`src/rtl/fifo_pkg.sv`:
```
// fifo_pkg: shared definitions for the FIFO controllers.
//   - default geometry (FIFO_SIZE, FIFO_DEPTH) and pointer width (FIFO_PTR_W)
//   - default almost_full / almost_empty thresholds
//   - fifo_status_t and fifo_level_status(), which maps an entry count to
//     full/empty/almost flags (shared with the async FIFO controller)
package fifo_pkg;

   localparam int unsigned FIFO_SIZE      = 4;
   localparam int unsigned FIFO_DEPTH     = 1 << FIFO_SIZE;
   localparam int unsigned FIFO_PTR_W     = FIFO_SIZE + 1;
   localparam int unsigned FIFO_AF_THRESH = 12;
   localparam int unsigned FIFO_AE_THRESH = 4;

   typedef struct packed {
      logic full;
      logic empty;
      logic almost_full;
      logic almost_empty;
   } fifo_status_t;

   function automatic fifo_status_t fifo_level_status(
      input logic [31:0] lvl,
      input int unsigned depth,
      input int unsigned af_thresh,
      input int unsigned ae_thresh
   );
      fifo_status_t st;
      st.full         = (lvl == depth);
      st.empty        = (lvl == 32'd0);
      st.almost_full  = (lvl >= af_thresh);
      st.almost_empty = (lvl <= ae_thresh);
      return st;
   endfunction

endpackage

```
`src/rtl/fifo_ptr.sv`:
```
// fifo_ptr: binary pointer counter with increment enable.
//   The MSB is the wrap bit; the counter rolls over modulo 2**PTR_W.
// Ports:
//   clk    in   clock, rising edge
//   rst_n  in   asynchronous active-low reset (pointer -> 0)
//   inc    in   advance the pointer by one on the next rising edge
//   ptr    out  current pointer value (registered)
module fifo_ptr #(
   parameter int unsigned PTR_W = 5
) (
   input  logic             clk,
   input  logic             rst_n,
   input  logic             inc,
   output logic [PTR_W-1:0] ptr
);

   logic [PTR_W-1:0] ptr_q;
   logic [PTR_W-1:0] ptr_d;

   always_comb begin
      ptr_d = ptr_q + PTR_W'(inc);
   end

   always_ff @(posedge clk or negedge rst_n) begin
      if (!rst_n) begin
         ptr_q <= '0;
      end else begin
         ptr_q <= ptr_d;
      end
   end

   assign ptr = ptr_q;

endmodule

```
`src/rtl/fifo_sync_ctrl.sv`:
```
// fifo_sync_ctrl: single-clock controller for a registered-read FIFO memory.
//   Owns write/read pointers, drives memory enables/addresses, and reports
//   occupancy status. All status decodes straight from the pointer flops.
//   Optional feature macro FIFO_SYNC_CTRL_ERR_FLAGS_EN adds sticky
//   overflow/underflow flags with a clear input.
// Ports:
//   clk, rst_n           clock (rising edge), async active-low reset
//   wr_req, rd_req       producer write / consumer read request
//   mem_write_en         write strobe to memory (accepted write)
//   mem_wr_addr          memory write address
//   mem_read_en          read strobe to memory (accepted read)
//   mem_rd_addr          memory read address
//   rd_valid             memory data_out holds the previous cycle's read
//   full, empty          no free / no stored entries
//   almost_full          level >= AF_THRESH
//   almost_empty         level <= AE_THRESH
//   level                stored entry count, 0..DEPTH
//   err_clr              (macro only) clears overflow/underflow
//   overflow, underflow  (macro only) sticky write-when-full / read-when-empty
module fifo_sync_ctrl
   import fifo_pkg::*;
#(
   parameter int unsigned SIZE      = FIFO_SIZE,
   parameter int unsigned DEPTH     = FIFO_DEPTH,
   parameter int unsigned AF_THRESH = FIFO_AF_THRESH,
   parameter int unsigned AE_THRESH = FIFO_AE_THRESH
) (
   input  logic            clk,
   input  logic            rst_n,
   input  logic            wr_req,
   input  logic            rd_req,
`ifdef FIFO_SYNC_CTRL_ERR_FLAGS_EN
   input  logic            err_clr,
   output logic            overflow,
   output logic            underflow,
`endif
   output logic            mem_write_en,
   output logic [SIZE-1:0] mem_wr_addr,
   output logic            mem_read_en,
   output logic [SIZE-1:0] mem_rd_addr,
   output logic            rd_valid,
   output logic            full,
   output logic            empty,
   output logic            almost_full,
   output logic            almost_empty,
   output logic [SIZE:0]   level
);

   // Parameter sanity, caught when the design is elaborated for simulation.
   if (DEPTH != (1 << SIZE)) begin : g_bad_depth
      $error("fifo_sync_ctrl: DEPTH (%0d) must equal 2**SIZE", DEPTH);
   end
   if (!((AE_THRESH > 0) && (AE_THRESH < AF_THRESH) && (AF_THRESH < DEPTH))) begin : g_bad_thresh
      $error("fifo_sync_ctrl: need 0 < AE_THRESH < AF_THRESH < DEPTH");
   end

   localparam int unsigned PTR_W = SIZE + 1;

   logic [PTR_W-1:0] wptr;
   logic [PTR_W-1:0] rptr;
   logic [PTR_W-1:0] level_w;
   fifo_status_t     status;
   logic             wr_acc;
   logic             rd_acc;
   logic             rd_valid_q;
   logic             rd_valid_d;

   // Pointer difference modulo 2**PTR_W is the occupancy; the wrap bit
   // separates full (diff == DEPTH) from empty (diff == 0).
   always_comb begin
      level_w    = wptr - rptr;
      status     = fifo_level_status(32'(level_w), DEPTH, AF_THRESH, AE_THRESH);
      wr_acc     = wr_req & ~status.full;
      rd_acc     = rd_req & ~status.empty;
      rd_valid_d = rd_acc;
   end

   fifo_ptr #(.PTR_W(PTR_W)) u_wptr (
      .clk   (clk),
      .rst_n (rst_n),
      .inc   (wr_acc),
      .ptr   (wptr)
   );

   fifo_ptr #(.PTR_W(PTR_W)) u_rptr (
      .clk   (clk),
      .rst_n (rst_n),
      .inc   (rd_acc),
      .ptr   (rptr)
   );

   // Memory read is registered, so data follows the accepted read by one cycle.
   always_ff @(posedge clk or negedge rst_n) begin
      if (!rst_n) begin
         rd_valid_q <= 1'b0;
      end else begin
         rd_valid_q <= rd_valid_d;
      end
   end

   assign mem_write_en = wr_acc;
   assign mem_wr_addr  = wptr[SIZE-1:0];
   assign mem_read_en  = rd_acc;
   assign mem_rd_addr  = rptr[SIZE-1:0];
   assign rd_valid     = rd_valid_q;
   assign full         = status.full;
   assign empty        = status.empty;
   assign almost_full  = status.almost_full;
   assign almost_empty = status.almost_empty;
   assign level        = level_w;

`ifdef FIFO_SYNC_CTRL_ERR_FLAGS_EN
   logic overflow_q;
   logic overflow_d;
   logic underflow_q;
   logic underflow_d;
   logic ovf_set;
   logic udf_set;

   // A new error event in the clearing cycle keeps the flag set.
   always_comb begin
      ovf_set     = wr_req & status.full;
      udf_set     = rd_req & status.empty;
      overflow_d  = overflow_q;
      underflow_d = underflow_q;
      if (err_clr) begin
         overflow_d  = 1'b0;
         underflow_d = 1'b0;
      end
      if (ovf_set) begin
         overflow_d = 1'b1;
      end
      if (udf_set) begin
         underflow_d = 1'b1;
      end
   end

   always_ff @(posedge clk or negedge rst_n) begin
      if (!rst_n) begin
         overflow_q  <= 1'b0;
         underflow_q <= 1'b0;
      end else begin
         overflow_q  <= overflow_d;
         underflow_q <= underflow_d;
      end
   end

   assign overflow  = overflow_q;
   assign underflow = underflow_q;
`endif

endmodule
```
`config.mk`:
```
export PLATFORM = sky130hd
export DESIGN_NAME = fifo_sync_ctrl
export DESIGN_NICKNAME = d
export VERILOG_FILES = /design/src/rtl/fifo_pkg.sv /design/src/rtl/fifo_ptr.sv /design/src/rtl/fifo_sync_ctrl.sv
export SDC_FILE = /design/constraint.sdc
export NUM_CORES = 1
export LEC_CHECK = 0
export BUFFER_PORTS_ARGS = -buffer_cell sky130_fd_sc_hd__buf_2
export CORE_MARGIN = 5
export CORE_UTILIZATION = 45
export DETAILED_ROUTE_END_ITERATION = 6
export GPL_TIMING_DRIVEN = 0
export PLACE_DENSITY = 0.8
export SETUP_SLACK_MARGIN = 0.5
export SLEW_MARGIN = 20
export SYNTH_ARGS = -nofsm -noshare
export SYNTH_HDL_FRONTEND = slang
export SYNTH_SLANG_ARGS = --single-unit
export TNS_END_PERCENT = 1
```
`constraint.sdc`:
```
create_clock -name clk -period 6.46 [get_ports clk]
set_clock_uncertainty 0.2 [all_clocks]
set_input_delay 0.969 -clock clk [delete_from_list [all_inputs] [get_ports clk]]
set_output_delay 0.969 -clock clk [all_outputs]
set_load 0.05 [all_outputs]
```
==> flow_summary.ini <==
[sta]
rsz0062_at_grt = false
maxSlewHeadroom = 0.663
max_freq_mhz = 267
setup_violations = 0
period_share = 0.579
setup_ws_ns = 2.72
finalHoldWorstSlack_ns = 0.296
period_needed_ns = 3.74
fin_tns_setup_ns = 0
worst_pin_slew_ns = 0.503
final-hold-violation-count = 0
slew_viol_final = 0

[flow_run]
cap_violations = 0

[synthesis]
synthCells = 67
synth-simple-area-share = 0.0978
synth_seq_cells = 11
synth_top_family_by_area = adder cells
synth_mux_area_frac = 0
syn-cell-area_um2 = 691
synth-compound-area-share = 0.0670
syn_nets = 80
synth_ff_type = dfrtp_1
ys_seq_area_frac = 0.399
synth_edf_count = 0
synth_cell_types = 17
synthXorXnorAreaFrac = 0.127
syn_area_per_cell_um2 = 10.3
async_flop_share = 1.00
synth_fa_ha_area_frac = 0.174
yosysWarnings = 0

[clock_network]
post_cts_buffers = 0
cts_tree = yes
htreeDepth = 1
holdBufCountCts = 0
cts_resized = 0
clock-root-buffer = clkbuf_4
clock-sinks = 11
clockBufferDepth = 2
path_clk_slew_ns = 0.06
clkLatencyLatePin_ns = 0.26
numCtsBuffers = 3

[place]
place_congestion = 0.665
place_ws_ns = 2.99
port_buffers = 23
hpwl_um = 1080

[routing]
vias_per_cell = 4.85
ant_nets = 0
vias = 534
drc = 0
first_iter_violations = 4
drt_wl_total_um = 1290
dr.pass1.iters = 3
avgRoutedWirePerCell_um = 11.7

[floorplanning]
die_h_um = 49.2
start_util = 0.464
die_w_um = 49.2
ioPinCount = 24
core_region_area_mm2 = 0.00149
die_area_mm2 = 0.00242
rows = 14

[grt]
grt_pass1_vias = 517
grt_usage = 0.116
grt_pass1_wl_um = 2220
grt-ovfl-total = 0
antenna_found_initial = 0
grt_max_degree = 12

[critical_path]
rrSetupSlack_ns = 3.43
endpoint_kind = output port
r2r_start = u_wptr.ptr[0]
reg2reg_to = u_rptr.ptr[4]
startpoint_type = register
cp_max_fo = 5
crit_start = u_wptr.ptr[0]
r2r_cells = 12
path_class = reg -> out
crit_required_ns = 5.29
critPathCapture = mem_read_en
critical_path_arrival_ns = 2.57

[final_layout]
drive_gt1_frac = 0.404
finalNetCount = 108
n_antenna_cell = 0
area_growth_syn_to_layout_pct = 23.4

[hold_path]
worstHoldPathType = reg -> reg

[status]
status = finished, final reports clean
[registers in the layout, summed over array words and instances (netlist names)]
signal,flops
rd_valid,1
u_wptr.ptr,5
u_rptr.ptr,5
[synthesized netlist by cell type, types with 2 or more instances]
library cell | count | share of area
dfrtp_1 | 11 | 0.40
xor2_1 | 6 | 0.076
xnor2_1 | 4 | 0.051
a21oi_1 | 2 | 0.014
inv_1 | 8 | 0.043
ha_1 | 8 | 0.14
nor2_1 | 4 | 0.022
buf_4 | 8 | 0.087
nor3_1 | 3 | 0.022
nand2b_1 | 2 | 0.018
nand3_1 | 5 | 0.036
[worst min-delay path by stage]
stage          cells after the start  slack (ns)       endpoint     startpoint
2_1_floorplan                      1        0.26  u_wptr.ptr[4]  u_wptr.ptr[4]
3_3_place_gp                       1        0.28  u_rptr.ptr[4]  u_rptr.ptr[4]
3_5_place_dp                       1        0.28  u_wptr.ptr[4]  u_wptr.ptr[4]
4_1_cts                            1        0.30  u_wptr.ptr[4]  u_wptr.ptr[4]
5_1_grt                            1        0.32  u_wptr.ptr[4]  u_wptr.ptr[4]
6_report                           1        0.30  u_wptr.ptr[4]  u_wptr.ptr[4]
[worst max-delay path, cell delays in order (launching register included)]
cell	delay (ns)
dfrtp_1	0.37
inv_1	0.05
ha_1	0.21
fa_1	0.41
nand2b_1	0.18
a21oi_2	0.15
xor2_1	0.29
inv_2	0.10
o31a_1	0.32
buf_2	0.22
[metrics by stage]
stage | utilization | area (µm²) | instances
2_1_floorplan | - | 691 | 67
3_3_place_gp | 0.555 | 826 | 106
3_5_place_dp | 0.555 | 826 | 106
4_1_cts | 0.572 | 852 | 110
5_1_grt | 0.572 | 852 | 110
6_report | 0.572 | 852 | 110
[final cells by class]
type	count	area [µm²]
repair buffers	23	115
multi-input cells	39	322
inverters	9	33.8
well taps	16	20.0
flip-flops and latches	11	275
clock buffers	4	26.3
plain buffers	8	60.1
fillers	128	637
[cells by family (layout without fill, tap and decap cells)]
| kind of cell | after synthesis | after routing |
|---|---|---|
| AND/OR/NAND/NOR | 14 | 14 |
| XOR/XNOR | 10 | 10 |
| buffers and inverters | 17 | 44 |
| flip-flops | 11 | 11 |
| AO/OA/AOI/OAI | 6 | 6 |
| adder cells (fa/ha/maj) | 9 | 9 |
[placed cells by master, fill, tap and decap left out, drive strengths merged]
master / n
a21o: 1
a21oi: 3
buf: 31
clkbuf: 4
dfrtp: 11
fa: 1
ha: 8
inv: 9
nand2b: 2
nand3: 5
nor2: 4
nor3: 3
o31a: 2
xnor2: 4
xor2: 6
[layer usage]
layer | vias to the layer above | wire (µm) | GRT usage
li1 | 264 | - | -
met1 | 261 | 510 | 0.122
met2 | 7 | 721 | 0.217
met3 | 2 | 35 | 0.0214
met4 | 0 | 21 | 0.0538
met5 | - | 0 | 0
Power is not shown: default switching activity piles up to over one toggle a cycle in this logic, so the estimate is an artifact.
